<file path="config.mk">
export PLATFORM = sky130hd
export DESIGN_NAME = imem_prog_loader_flat
export DESIGN_NICKNAME = d
export VERILOG_FILES = /design/src/rtl/imem_prog_loader_if.sv /design/src/rtl/imem_prog_loader.sv /design/src/flat_wrapper.sv
export SDC_FILE = /design/constraint.sdc
export NUM_CORES = 1
export LEC_CHECK = 0
export ABC_CLOCK_PERIOD_IN_PS = 3100
export BUFFER_PORTS_ARGS = -buffer_cell sky130_fd_sc_hd__buf_2
export CAP_MARGIN = 20
export CORE_UTILIZATION = 45
export CTS_CLUSTER_DIAMETER = 200
export DETAILED_ROUTE_END_ITERATION = 7
export PLACE_DENSITY = 0.66
export SLEW_MARGIN = 15
export SYNTH_ARGS = -nofsm -noshare
export SYNTH_HDL_FRONTEND = slang
export SYNTH_SLANG_ARGS = --single-unit
</file>
<file path="constraint.sdc">
create_clock -name clk -period 3.1 [get_ports clk]
set_input_delay 0.93 -clock clk [delete_from_list [all_inputs] [get_ports clk]]
set_output_delay 0.93 -clock clk [all_outputs]
set_load 0.1 [all_outputs]
</file>
<file path="src/rtl/imem_prog_loader_if.sv">
// ---------------------------------------------------------------------------
// imem_prog_loader_if
//
// Bundles the two buses the program loader sits between:
//   - the byte-serial program stream (valid/ready handshake)
//   - the instruction-memory write port
//
// Signals:
//   in_data    [7:0]        program stream byte
//   in_valid                in_data valid
//   in_ready                loader can accept a byte this cycle
//   imem_we                 instruction memory write enable (1-cycle pulse)
//   imem_addr  [ADDR_W-1:0] word address for the write
//   imem_wdata [31:0]       instruction word
//
// Modports:
//   master - the environment: drives the byte stream, observes the write port
//   slave  - the loader: consumes the byte stream, drives the write port
// ---------------------------------------------------------------------------
interface imem_prog_loader_if #(
    parameter int ADDR_W = 8
);
    logic [7:0]        in_data;
    logic              in_valid;
    logic              in_ready;
    logic              imem_we;
    logic [ADDR_W-1:0] imem_addr;
    logic [31:0]       imem_wdata;

    modport master (
        output in_data,
        output in_valid,
        input  in_ready,
        input  imem_we,
        input  imem_addr,
        input  imem_wdata
    );

    modport slave (
        input  in_data,
        input  in_valid,
        output in_ready,
        output imem_we,
        output imem_addr,
        output imem_wdata
    );
endinterface

</file>
<file path="src/rtl/imem_prog_loader.sv">
// ---------------------------------------------------------------------------
// imem_prog_loader
//
// Receives a byte-serial program image, packs it into 32-bit little-endian
// instruction words, writes them into instruction memory and releases the
// core from reset only once the whole image has arrived with a good checksum.
//
// Stream format: N[7:0], N[15:8], then 4*N data bytes (first byte of each
// word lands in bits [7:0]), then one checksum byte = XOR of the data bytes.
//
// Ports:
//   clk       system clock
//   rst       synchronous, active-high reset
//   start     begin a load (honoured only when no load is in progress)
//   bus       imem_prog_loader_if.slave: byte stream in, imem write port out
//   core_rst  held-in-reset request to the core (low only after a good load)
//   busy      load in progress
//   done      load completed, checksum good
//   error     load aborted: bad length or checksum mismatch
// ---------------------------------------------------------------------------
module imem_prog_loader #(
    parameter int ADDR_W = 8
) (
    input  logic                clk,
    input  logic                rst,
    input  logic                start,
    imem_prog_loader_if.slave   bus,
    output logic                core_rst,
    output logic                busy,
    output logic                done,
    output logic                error
);

    typedef enum logic [2:0] {
        IDLE,
        LEN0,
        LEN1,
        DATA,
        WRITE,
        CHK,
        DONE,
        ERR
    } state_t;

    // Number of words the memory can hold; a length equal to this is legal.
    localparam logic [32:0] CAPACITY = 33'd1 << ADDR_W;

    state_t            state;
    state_t            next_state;
    logic [15:0]       len;
    logic [1:0]        byte_idx;
    logic [ADDR_W-1:0] word_idx;
    logic [23:0]       word_buf;
    logic [7:0]        checksum;
    logic [ADDR_W-1:0] addr_q;
    logic [31:0]       wdata_q;

    logic              xfer;
    logic [15:0]       len_full;
    logic              len_bad;
    logic              last_word;

    // in_ready depends on state only, so xfer never feeds back into in_ready.
    assign xfer      = bus.in_valid && bus.in_ready;
    assign len_full  = {bus.in_data, len[7:0]};
    assign len_bad   = (len_full == 16'd0) || ({17'd0, len_full} > CAPACITY);
    // Compared in a wide domain so a full-capacity load never wraps word_idx.
    assign last_word = (33'(word_idx) == (33'(len) - 33'd1));

    assign bus.imem_addr  = addr_q;
    assign bus.imem_wdata = wdata_q;

    // State register.
    always_ff @(posedge clk) begin
        if (rst) begin
            state <= IDLE;
        end else begin
            state <= next_state;
        end
    end

    // Next-state and Moore outputs; core_rst is released only while in DONE.
    always_comb begin
        next_state   = state;
        bus.in_ready = 1'b0;
        bus.imem_we  = 1'b0;
        busy         = 1'b0;
        done         = 1'b0;
        error        = 1'b0;
        core_rst     = 1'b1;
        case (state)
            IDLE: begin
                if (start) next_state = LEN0;
            end
            LEN0: begin
                bus.in_ready = 1'b1;
                busy         = 1'b1;
                if (xfer) next_state = LEN1;
            end
            LEN1: begin
                bus.in_ready = 1'b1;
                busy         = 1'b1;
                if (xfer) next_state = len_bad ? ERR : DATA;
            end
            DATA: begin
                bus.in_ready = 1'b1;
                busy         = 1'b1;
                if (xfer && (byte_idx == 2'd3)) next_state = WRITE;
            end
            WRITE: begin
                bus.imem_we = 1'b1;
                busy        = 1'b1;
                next_state  = last_word ? CHK : DATA;
            end
            CHK: begin
                bus.in_ready = 1'b1;
                busy         = 1'b1;
                if (xfer) next_state = (bus.in_data == checksum) ? DONE : ERR;
            end
            DONE: begin
                done     = 1'b1;
                core_rst = 1'b0;
                if (start) next_state = LEN0;
            end
            ERR: begin
                error = 1'b1;
                if (start) next_state = LEN0;
            end
            default: next_state = IDLE;
        endcase
    end

    // Datapath: length capture, byte packing, checksum and write-port
    // registers. The write address/data are captured with the 4th byte so
    // they are valid during WRITE and simply hold afterwards.
    always_ff @(posedge clk) begin
        if (rst) begin
            len      <= '0;
            byte_idx <= '0;
            word_idx <= '0;
            word_buf <= '0;
            checksum <= '0;
            addr_q   <= '0;
            wdata_q  <= '0;
        end else begin
            case (state)
                IDLE, DONE, ERR: begin
                    if (start) begin
                        len      <= '0;
                        byte_idx <= '0;
                        word_idx <= '0;
                        checksum <= '0;
                    end
                end
                LEN0: begin
                    if (xfer) len[7:0] <= bus.in_data;
                end
                LEN1: begin
                    if (xfer) begin
                        len[15:8] <= bus.in_data;
                        byte_idx  <= '0;
                        word_idx  <= '0;
                    end
                end
                DATA: begin
                    if (xfer) begin
                        checksum <= checksum ^ bus.in_data;
                        byte_idx <= byte_idx + 2'd1;
                        case (byte_idx)
                            2'd0: word_buf[7:0]   <= bus.in_data;
                            2'd1: word_buf[15:8]  <= bus.in_data;
                            2'd2: word_buf[23:16] <= bus.in_data;
                            default: begin
                                addr_q  <= word_idx;
                                wdata_q <= {bus.in_data, word_buf};
                            end
                        endcase
                    end
                end
                WRITE: begin
                    if (!last_word) word_idx <= word_idx + 1'b1;
                end
                default: ;
            endcase
        end
    end

endmodule

</file>
<file path="src/flat_wrapper.sv">
// flat-port wrapper written by rule: the top's interface ports become plain ports
module imem_prog_loader_flat 
#(
    parameter int ADDR_W = 8
)
  (clk, rst, start, core_rst, busy, done, error, bus_in_data, bus_in_valid, bus_in_ready, bus_imem_we, bus_imem_addr, bus_imem_wdata);
  imem_prog_loader_if #(.ADDR_W(ADDR_W)) bus_i ();
  input  logic clk;
  input  logic rst;
  input  logic start;
  output logic core_rst;
  output logic busy;
  output logic done;
  output logic error;
  input wire logic [$bits(bus_i.in_data)-1:0] bus_in_data;
  input wire logic [$bits(bus_i.in_valid)-1:0] bus_in_valid;
  output wire logic [$bits(bus_i.in_ready)-1:0] bus_in_ready;
  output wire logic [$bits(bus_i.imem_we)-1:0] bus_imem_we;
  output wire logic [$bits(bus_i.imem_addr)-1:0] bus_imem_addr;
  output wire logic [$bits(bus_i.imem_wdata)-1:0] bus_imem_wdata;
  assign bus_i.in_data = bus_in_data;
  assign bus_i.in_valid = bus_in_valid;
  assign bus_in_ready = bus_i.in_ready;
  assign bus_imem_we = bus_i.imem_we;
  assign bus_imem_addr = bus_i.imem_addr;
  assign bus_imem_wdata = bus_i.imem_wdata;
  imem_prog_loader #(.ADDR_W(ADDR_W)) u_core (.clk(clk), .rst(rst), .start(start), .bus(bus_i), .core_rst(core_rst), .busy(busy), .done(done), .error(error));
endmodule
</file>
Yosys cells after proc, flatten, opt, wreduce, memory -nomap -nowiden. Cells that the tools add are included. W data, S select, Z words.

Bitwise gates (word level): 2. Add/sub/neg operators: 3. Reductions and logical operators: 25. $lt $le $gt $ge: 1. Muxes and demuxes: 29. Eq/ne operators: 19.

Operator list (count): $pmux W8 S2 (3); $mux W8 (5); $eq A8 B33 Y1 (1); $pmux W8 S3 (1); $mux W3 (7); $reduce_and A3 Y1 (7); $pmux W3 S6 (1); $sub A16 B1 Y17 const B (1); $gt A16 B9 Y1 const B (1); $logic_not A16 Y1 (1); $mux W16 (1); $eq A3 B3 Y1 const B (4); $ne A2 B1 Y1 const B (6); $add A8 B1 Y8 const B (1); $eq A8 B8 Y1 (1); $reduce_and A4 Y1 (2); $xor A8 B8 Y8 (1); $mux W1 (7); $eq A3 B2 Y1 const B (2); $mux W2 (3); $pmux W2 S3 (1); $reduce_bool A2 Y1 (3); $reduce_bool A3 Y1 (2); $reduce_or A3 Y1 (2); 13 further kinds (15).

Output and inout bits: 46. Logic and storage cells: 90. Bits in registers: 101. Input bits: 12.

Logic depth before layout (Yosys ltp).
Depth in word-level cells: 7. Gate-level depth with buffers: 11. Depth with buffers taken out: 9.

Worst setup path after synthesis. No wires, ideal clock.

Kind: reg2out. From: register u_core.state[1]. To: output busy. Path slack: -0.716 ns. Required time: 2.170 ns. Path buffers: 1. Stages on the path, launching flop included: 5. Data arrival time: 2.886 ns. Cell sequence: dfxtp_1 -> clkbuf_1 -> nor2_1 -> a21oi_1 -> or2_2.

Word-level cells in the longest chain between the ends: 3. Elaborated cells on any way between the ends: 7. Classes of those cells: 5 x eq/ne; 1 x mux; 1 x reduce/logical.

RTL lines: start: declaration (line imem_prog_loader.sv:48) `state_t state;`; start signal: assignment (line imem_prog_loader.sv:78) `state <= next_state;`; $eq A3 B3 Y1, or another cell as far along (line imem_prog_loader.sv:91) `case (state)`; $reduce_or A5 Y1 (no line) *; $mux W1 * (line imem_prog_loader.sv:91); end: declaration (line flat_wrapper.sv:12) `output logic busy;`.

Every way passes the cells marked *; elsewhere a longest branch is shown, timed or not.

Final worst setup path.
From: register u_core.state[1]. To: output done.

Word-level cells in the longest chain between the ends: 2.

RTL lines: $eq A3 B3 Y1 (line imem_prog_loader.sv:91); $mux W1 (line imem_prog_loader.sv:91); end: declaration (line flat_wrapper.sv:13) `output logic done;`.

Every way passes these cells.

==> key figures <==
Yosys
  – Ys async rst share: 0%
  – EDFF count, synth: 0
  – Seq cells post-synth: 101
  – Synth warnings: 0
  – Mapped Nets: 611
  – Syn Std Cell Area: 4570 sq um
  – Library cells used by synthesis: 54
  – Top post-synthesis cells by area: dfxtp_1 (44%), nand2_1 (11%), a21oi_1 (10%)
  – Post-synthesis sequential area ratio: 44.3%
  – Top FF cell, synth: dfxtp_1
  – Syn Area/Cell: 7.71 sq um
  – Most area-hungry cell type in the Yosys netlist: dfxtp_1
  – Cells after Synth: 592
  – Post-synth top area share: 44.3%

Worst hold path
  – HP Class: reg2reg

Clock network
  – CTS max path bufs: 2
  – CTS clk-pin slew, worst paths: 100 ps
  – CTS buffer count: 9
  – Post-CTS sizing: 0
  – Worst skew pair latency: 360 ps
  – Setup Buffers After CTS: 0
  – CTS tree: yes
  – H-tree levels: 3
  – # hold bufs at CTS: 0
  – Root Driver: clkbuf_8
  – CTS Sinks: 101

Worst setup path
  – Slowest-stage cell, CP: dfxtp_1
  – WP data arrival: 2000 ps
  – Critical Path RT: 2170 ps
  – Worst stage delay on the critical path: 640 ps
  – CP startpoint kind: flip-flop
  – Crit. End Element: output port
  – Buf/Inv on CP: 2
  – Critical path fanouts, max: 15
  – WS Path Type: reg2out
  – Top delay family on crit path: flip-flops
  – Critical path, cell by cell: nor2b_1 > nand2_2 > clkinvlp_4 > buf_2

Floorplanning
  – Core area: 9820 sq um
  – IO Pins: 58
  – # rows: 36
  – Die Y: 103 microns
  – Die width: 103 microns
  – Die area: 10600 sq um
  – Initial core utilization: 46.5%

Placed design
  – Dpl cells: 751
  – Pre-CTS setup slack: 509 ps
  – PortBufs: 57
  – Area after DPL: 4970 sq um
  – DP HPWL: 7700 microns
  – Gp weighted congestion: 0.874

STA
  – Final min period: 2930 ps
  – Max Freq: 342 MHz
  – Setup violations, final: 0
  – Relative slew slack: 46.2%
  – Final WS setup: 174 ps
  – Slew Viols, Final: 0
  – Final period util: 94.4%
  – Final hold violations: 0
  – Post-Route Setup TNS: 0 ps
  – RSZ-0062 raised after global routing: no
  – Slew of the pin with the lowest slew margin: 802 ps
  – Clock skew: 12.0 ps

Power
  – Net switching power: 1.18 mW
  – Switch share: 37.6%
  – Pwr dens: 607 nW/um^2
  – Seq pwr share: 45.6%
  – Pleak: 1.91 nW
  – Maximum vdd ir drop: 0.524 mV
  – Cell Int Power: 1.95 mW
  – Clk pwr share: 25.3%
  – Gate power share: 29.1%

Detailed routing
  – Wire per inst: 14.7 microns
  – Antenna Nets Post-Route: 0
  – Total number of vias: 4200
  – DRC viols: 0
  – Vias per cell: 5.48
  – Initial drt markers: 169
  – TritonRoute pass-1 iters: 5
  – Routed WL: 11200 microns

Finish
  – Antenna diodes: 0
  – Final cell count without fillers: 766
  – Final Instance Area: 5150 sq um
  – Layout Area Growth over Synthesis: 12.8%
  – Share of cells above drive strength 1: 15.6%
  – Final layout net count: 648

Job
  – Max-capacitance violation count: 0

GRT
  – Antenna violations before repair: 0
  – Pin count of the biggest net entering global routing: 68
  – Vias in the first global route: 3845
  – GRT Overall Usage: 22.6%
  – GRT Residual Overflow: 0
  – Global-route wire length before repair: 18600 microns

Status
  – Status: finished, final reports clean
## synth_stat cells (6+ instances only)
master and instances:
nor3_1 8, o21ai_0 19, a21oi_1 94, dfxtp_1 101
o31ai_1 7, a22oi_1 6, xor2_1 8, nor3b_1 6
ha_1 7, or3_1 6, nand3_1 40, nand2_1 128
clkbuf_1 41, inv_1 19, nor2_1 25, a22o_1 7
## layout make-up
class | instances | area, sq um
clock buffer | 9 | 124
clock inverter | 6 | 55.1
fill | 1003 | 4670
inverter | 19 | 75.1
multi-input combinational | 427 | 2310
sequential | 101 | 2020
tap | 133 | 166
timing repair buffer | 71 | 403
## flip-flops by register name (all words and copies together) (netlist names)
signal,count
u_core.byte_idx,2
u_core.bus.imem_addr,8
u_core.word_idx,8
u_core.len,16
u_core.state,3
u_core.word_buf,24
u_core.checksum,8
u_core.bus.imem_wdata,32
## metrics by stage
step                      total power, mW  utilization [%]  hold WS [ps]
after floorplan                      2.15                -           432
after global placement               2.34             50.7           440
after detailed placement             2.36             50.7           445
after CTS                            3.15             52.5           460
after global routing                 3.31             52.5           478
final                                3.13             52.5           457
## power groups by stage
stage | Sequential, mW | Combinational [mW] | Clock, mW
6_report | 1.43 | 0.910 | 0.792
5_1_grt | 1.44 | 1.00 | 0.869
4_1_cts | 1.42 | 0.906 | 0.821
3_5_place_dp | 1.45 | 0.902 | 0
3_3_place_gp | 1.45 | 0.893 | 0
2_1_floorplan | 1.41 | 0.735 | 0
## per-layer routing
metal,wire (microns),part of all wire [%],track usage [%]
met4,141,1.3,5.96
met1,5140,46,29.7
met5,0,0,0
met3,468,4.2,4.61
met2,5480,49,37.7
## cell families after synthesis
group	after synthesis	share of synthesized area (%)
AND/OR/NAND/NOR	249	25.6
adder cells (fa/ha/maj)	7	1.92
XOR/XNOR	11	2.11
buffers and inverters	64	5.59
flip-flops	101	44.3
AO/OA/AOI/OAI	157	19.9
multiplexers	3	0.658
## worst reg2reg max path: stages, from the launching register on
cell and delay [ps]:
dfxtp_1 390, inv_1 90, ha_1 370, nor4bb_1 430
o2111ai_1 180, nor2_1 120, nor4b_1 230, and4_4 350
o21ai_0 110, a21oi_1 190
## final timing paths
check / start / to / slack (ps) / depth (start not counted)
setup / recovery: u_core.state[1] / done / 170 / 4
hold / removal: u_core.bus.imem_wdata[15] / u_core.bus.imem_wdata[15] / 460 / 2
setup reg to reg: u_core.len[0] / u_core.word_idx[1] / 570 / 9
hold reg to reg: u_core.bus.imem_wdata[15] / u_core.bus.imem_wdata[15] / 460 / 2
## cell usage in the layout, fill, tap and decap left out, types with 2 or more instances in the layout
master	netlist	final
a21oi_1	94	93
a22o_1	7	7
a22oi_1	6	6
a31oi_1	2	2
and3_1	2	2
and4b_1	2	2
buf_2	0	57
buf_4	0	13
clkbuf_8	0	9
clkinv_4	0	3
dfxtp_1	101	101
ha_1	7	7
inv_1	19	18
inv_6	0	2
mux2i_1	3	3
nand2_1	128	127
nand3_1	40	40
nand3b_1	4	4
nand4_1	5	5
nor2_1	25	23
nor2_2	0	2
nor2b_1	3	3
nor3_1	8	8
nor3b_1	6	6
nor4_1	5	5
o2111ai_1	2	2
o21ai_0	19	19
o21ai_1	4	4
o31ai_1	7	7
or2_2	4	4
or3_1	6	6
or4_1	3	3
or4_4	2	2
xnor2_1	3	3
xor2_1	8	8
Note: power is estimated with default switching activity, not from simulation.
